--- config.mk ---
export PLATFORM = sky130hd
export DESIGN_NAME = hazard_ctrl
export DESIGN_NICKNAME = d
export VERILOG_FILES = /design/src/rtl/hazard_ctrl.sv
export SDC_FILE = /design/constraint.sdc
export NUM_CORES = 1
export LEC_CHECK = 0
export ABC_AREA = 1
export BUFFER_PORTS_ARGS = -buffer_cell sky130_fd_sc_hd__buf_4
export CAP_MARGIN = 20
export CORE_MARGIN = 2
export CORE_UTILIZATION = 50
export CTS_BUF_LIST = sky130_fd_sc_hd__clkbuf_8
export CTS_CLUSTER_SIZE = 28
export DETAILED_ROUTE_END_ITERATION = 10
export PLACE_DENSITY = 0.81
export SLEW_MARGIN = 20
export SYNTH_ARGS = -nofsm -noshare
export SYNTH_HDL_FRONTEND = slang
export SYNTH_SLANG_ARGS = --single-unit
--- constraint.sdc ---
create_clock -name clk -period 2.2 [get_ports clk]
set_clock_uncertainty 0.1 [all_clocks]
set_input_delay 0.44 -clock clk [delete_from_list [all_inputs] [get_ports clk]]
set_output_delay 0.44 -clock clk [all_outputs]
set_load 0.02 [all_outputs]
--- src/rtl/hazard_ctrl.sv ---
// Pipeline hazard controller: data-memory wait stalls, redirect flushes and load-use bubbles.
// Optional access timeout is enabled by defining HAZARD_CTRL_TIMEOUT_EN.
module hazard_ctrl (
    input  logic        clk,
    input  logic        rst,
    input  logic [4:0]  rs1_addr_D,
    input  logic [4:0]  rs2_addr_D,
    input  logic [4:0]  rd_waddr_EX,
    input  logic        MemRead_EX,
    input  logic        redirect_EX,
    input  logic        MemRead_M,
    input  logic        MemWrite_M,
    output logic        dmem_req,
    input  logic        dmem_ack,
    output logic        stall_PC,
    output logic        stall_F_D,
    output logic        stall_D_EX,
    output logic        stall_EX_M,
    output logic        flush_F_D,
    output logic        flush_D_EX,
    output logic        flush_M_WB,
    output logic [15:0] stall_cycles,
    output logic        mem_err
);

    typedef enum logic {
        IDLE     = 1'b0,
        WAIT_MEM = 1'b1
    } state_t;

    state_t state, state_nxt;
    logic   mem_op;
    logic   load_use;
    logic   mem_stall;

    assign mem_op   = MemRead_M | MemWrite_M;
    assign load_use = MemRead_EX && (rd_waddr_EX != 5'd0) &&
                      ((rd_waddr_EX == rs1_addr_D) || (rd_waddr_EX == rs2_addr_D));

`ifdef HAZARD_CTRL_TIMEOUT_EN
    logic [3:0] tmo_cnt;

    // Counts WAIT_MEM cycles; zero on the first cycle after entry.
    always_ff @(posedge clk) begin
        if (rst)
            tmo_cnt <= 4'd0;
        else if (state == IDLE)
            tmo_cnt <= 4'd0;
        else
            tmo_cnt <= tmo_cnt + 4'd1;
    end
`endif

    always_ff @(posedge clk) begin
        if (rst)
            state <= IDLE;
        else
            state <= state_nxt;
    end

    always_comb begin
        state_nxt  = state;
        mem_stall  = 1'b0;
        dmem_req   = 1'b0;
        mem_err    = 1'b0;
        stall_PC   = 1'b0;
        stall_F_D  = 1'b0;
        stall_D_EX = 1'b0;
        stall_EX_M = 1'b0;
        flush_F_D  = 1'b0;
        flush_D_EX = 1'b0;
        flush_M_WB = 1'b0;

        case (state)
            IDLE: begin
                dmem_req = mem_op;
                if (mem_op && !dmem_ack) begin
                    mem_stall = 1'b1;
                    state_nxt = WAIT_MEM;
                end
            end
            WAIT_MEM: begin
                dmem_req = 1'b1;
                if (dmem_ack) begin
                    state_nxt = IDLE;
                end else begin
`ifdef HAZARD_CTRL_TIMEOUT_EN
                    if (tmo_cnt == 4'hF) begin
                        // Give up: drop the request and bubble the stuck M-stage op.
                        dmem_req   = 1'b0;
                        mem_err    = 1'b1;
                        flush_M_WB = 1'b1;
                        state_nxt  = IDLE;
                    end else begin
                        mem_stall = 1'b1;
                    end
`else
                    mem_stall = 1'b1;
`endif
                end
            end
            default: state_nxt = IDLE;
        endcase

        // Memory stall dominates; redirect and load-use are only seen once it releases.
        if (mem_stall) begin
            stall_PC   = 1'b1;
            stall_F_D  = 1'b1;
            stall_D_EX = 1'b1;
            stall_EX_M = 1'b1;
            flush_M_WB = 1'b1;
        end else if (redirect_EX) begin
            flush_F_D  = 1'b1;
            flush_D_EX = 1'b1;
        end else if (load_use) begin
            stall_PC   = 1'b1;
            stall_F_D  = 1'b1;
            flush_D_EX = 1'b1;
        end

        if (rst) begin
            state_nxt  = IDLE;
            dmem_req   = 1'b0;
            mem_err    = 1'b0;
            stall_PC   = 1'b0;
            stall_F_D  = 1'b0;
            stall_D_EX = 1'b0;
            stall_EX_M = 1'b0;
            flush_F_D  = 1'b0;
            flush_D_EX = 1'b0;
            flush_M_WB = 1'b0;
        end
    end

    always_ff @(posedge clk) begin
        if (rst)
            stall_cycles <= 16'd0;
        else if (stall_PC && (stall_cycles != 16'hFFFF))
            stall_cycles <= stall_cycles + 16'd1;
    end

endmodule

==> metrics.cfg <==
[status]
run_status = completed

[worst_setup_path]
max_stage_delay_ps = 360
cp-start-kind = flip-flop
worstPathArrival_ps = 2160
r2r_cells = 9
critPathRequiredTime_ps = 2290
r2r-end = stall_cycles[0]
crit_slowest_cell = dfxtp_1
worst-path-max-fanout = 7
r2r-start = stall_cycles[0]
crit_type = reg -> reg
worstPathCellList = ha_2, nand2_2, nor3_4, nand2_2, nor3_4, nand3_4, nand2_4, nand2_1, a21oi_2
crit_path_end_kind = flip-flop
r2r_slack_ps = 130

[global_route]
track_usage = 0.230
gr-total-overflow = 0
grt_pass1_wl_mm = 5.10
grt_pass1_vias = 1220
grt_max_degree = 20
grt_antenna_before_repair = 0

[power]
powerDensity_nw_per_um2 = 394
swShare = 0.275
ir_drop_uv = 406
power_frac_comb = 0.205
p_sw_uw = 189
share_clk_of_total_power = 0.341
p_int_uw = 500
leakagePower_uw = 0.000819
power_frac_seq = 0.454

[layout]
syn_to_final_growth_pct = 34.8
finalNonFillerCells = 278
final_cell_mix = buf_4, nand2_1, inv_1
final_common_cell = buf_4
num_antenna_cells = 0
layout-drive-gt1-share = 0.331
fin_nets = 272

[synthesis]
synth_mux_area_frac = 0
synth_seq_area_share = 0.262
synth_xor_area_frac = 0.101
ys_types = 27
synth_top_family_by_area = simple AND/OR/NAND/NOR gates
synth-async-reset-ratio = 0
synth-compound-area-share = 0.108
yosys.area_share.simple = 0.384
syn-cell-area_um2 = 1300
syn_avg_cell_area_um2 = 6.52
syn_inst = 199
ys_seq_elements = 17
synthesis.nets = 222
synth-edff-count = 0
synthAdderAreaFrac = 0.00964
synthFlopType = dfxtp_1
yosysWarnings = 0

[placed_design]
place_inst = 270
portBuffers = 45
dp_hpwl_mm = 2.31
place_congestion = 0.825

[drt]
first_pass_iters = 4
drtAntennaViolNets = 0
drtIter0Drc = 42
wl_per_cell_um = 11.7
viasPerCell = 5.07
wl_mm = 3.24
drc = 0
vias = 1410

[cts]
numCtsBuffers = 3
cts-htree-levels = 1
clockBufferDepth = 2
cts.sinks = 17
clk_pin_slew_worst_paths_ps = 70
cts_hold_buf = 0
cts_tree = built
clock_latency_ps = 250
root_buffer = clkbuf_8

[timing]
max_freq_mhz = 484
slew-limit-headroom = 0.653
rsz0062_at_grt = no
tightest_slew_ps = 519
slew_violations = 0
setup_viol = 0
period_share = 0.939
hold_viol_final = 0
fin_crit_ps = 2070
fin_tns_setup_ps = 0
hold-worst-slack_ps = 393

[hold_path]
hp-class = in -> reg
worstHoldStart = dmem_ack
holdPathStages = 4
min_to = state

[floorplan]
initial_utilization = 0.524
die_y_um = 54.9
die_x_um = 54.9
die_area_um2 = 3020
std_cell_rows = 18
pin_count = 47
fp.coreArea_um2 = 2480

[job]
drv_cap = 0

## cells by family after synthesis
family | count (synthesis)
AND/OR/NAND/NOR | 106
buffers and inverters | 39
AO/OA/AOI/OAI | 20
flip-flops | 17
XOR/XNOR | 15
adder cells (fa/ha/maj) | 1
other | 1
## stage by stage
stage / utilization / setup slack, ps / cell area (um2) / total power, uW
6_report: 0.706 / 134 / 1750 / 689
5_1_grt: 0.706 / 13.0 / 1750 / 725
4_1_cts: 0.685 / 120 / 1700 / 690
3_5_place_dp: 0.667 / 140 / 1650 / 456
3_3_place_gp: 0.667 / 209 / 1650 / 454
2_1_floorplan: - / 124 / 1300 / 399
## per-layer routing
metal / share of wire / GRT usage / wire [um]
met1: 0.44 / 0.299 / 1430
met2: 0.49 / 0.383 / 1580
met3: 0.066 / 0.0538 / 214
met4: 0.0083 / 0.0569 / 27
met5: 0 / 0 / 0
## synth_stat cells (2+ instances only)
cell type,instances,area [um2]
nand2_1,50,188
inv_1,26,97.6
nand3_1,25,125
nor2_1,18,67.6
dfxtp_1,17,340
a21oi_2,10,87.6
xor2_1,10,87.6
a21oi_1,7,35.0
xnor2_1,5,43.8
buf_4,4,30.0
inv_2,4,15.0
nor3_1,3,15.0
a31oi_1,2,12.5
buf_2,2,10.0
clkbuf_1,2,7.51
nand2_2,2,12.5
nor3_4,2,32.5
## state kept, by name, summed over array words and instances, names as in the netlist
register,cells
stall_cycles,16
state,1
## power groups by stage
stage	sequential [uW]	clock, uW	combinational (uW)
detailed placement	320	0	136
CTS	313	241	137
floorplan	323	0	76.1
finish	313	235	141
global route	313	254	157
global placement	319	0	134
## cell type report
cell class                      count  area, um2
Tap cell                           30       37.5
Clock inverter                      1       5.00
Multi-Input combinational cell    146        828
Inverter                           30        113
Timing Repair Buffer               51        383
Clock buffer                        3       41.3
Sequential cell                    17        342
Fill cell                         221        728
## how the worst max path moves through the flow
| stage | to | from | slack [ps] | depth (start not counted) |
|---|---|---|---|---|
| detailed placement | stall_cycles[5] | stall_cycles[1] | 140 | 9 |
| global route | stall_cycles[15] | stall_cycles[0] | 10 | 9 |
| CTS | stall_cycles[5] | stall_cycles[1] | 120 | 9 |
| floorplan | stall_PC | rd_waddr_EX[1] | 120 | 10 |
| global placement | stall_cycles[10] | stall_cycles[1] | 210 | 9 |
| finish | stall_cycles[0] | stall_cycles[0] | 130 | 9 |
## what timing repair did
action,CTS,global route
buffers inserted,0,1
setup endpoints to repair,0,15
resized for setup,0,3
## worst max-delay path, delay by kind of cell, from the launching register on
family | cells | cell delay (ps)
flip-flops | 1 | 360
AO/OA/AOI/OAI | 1 | 110
AND/OR/NAND/NOR | 7 | 1210
adder cells (fa/ha/maj) | 1 | 210
Note: power is estimated with default switching activity, not from simulation.
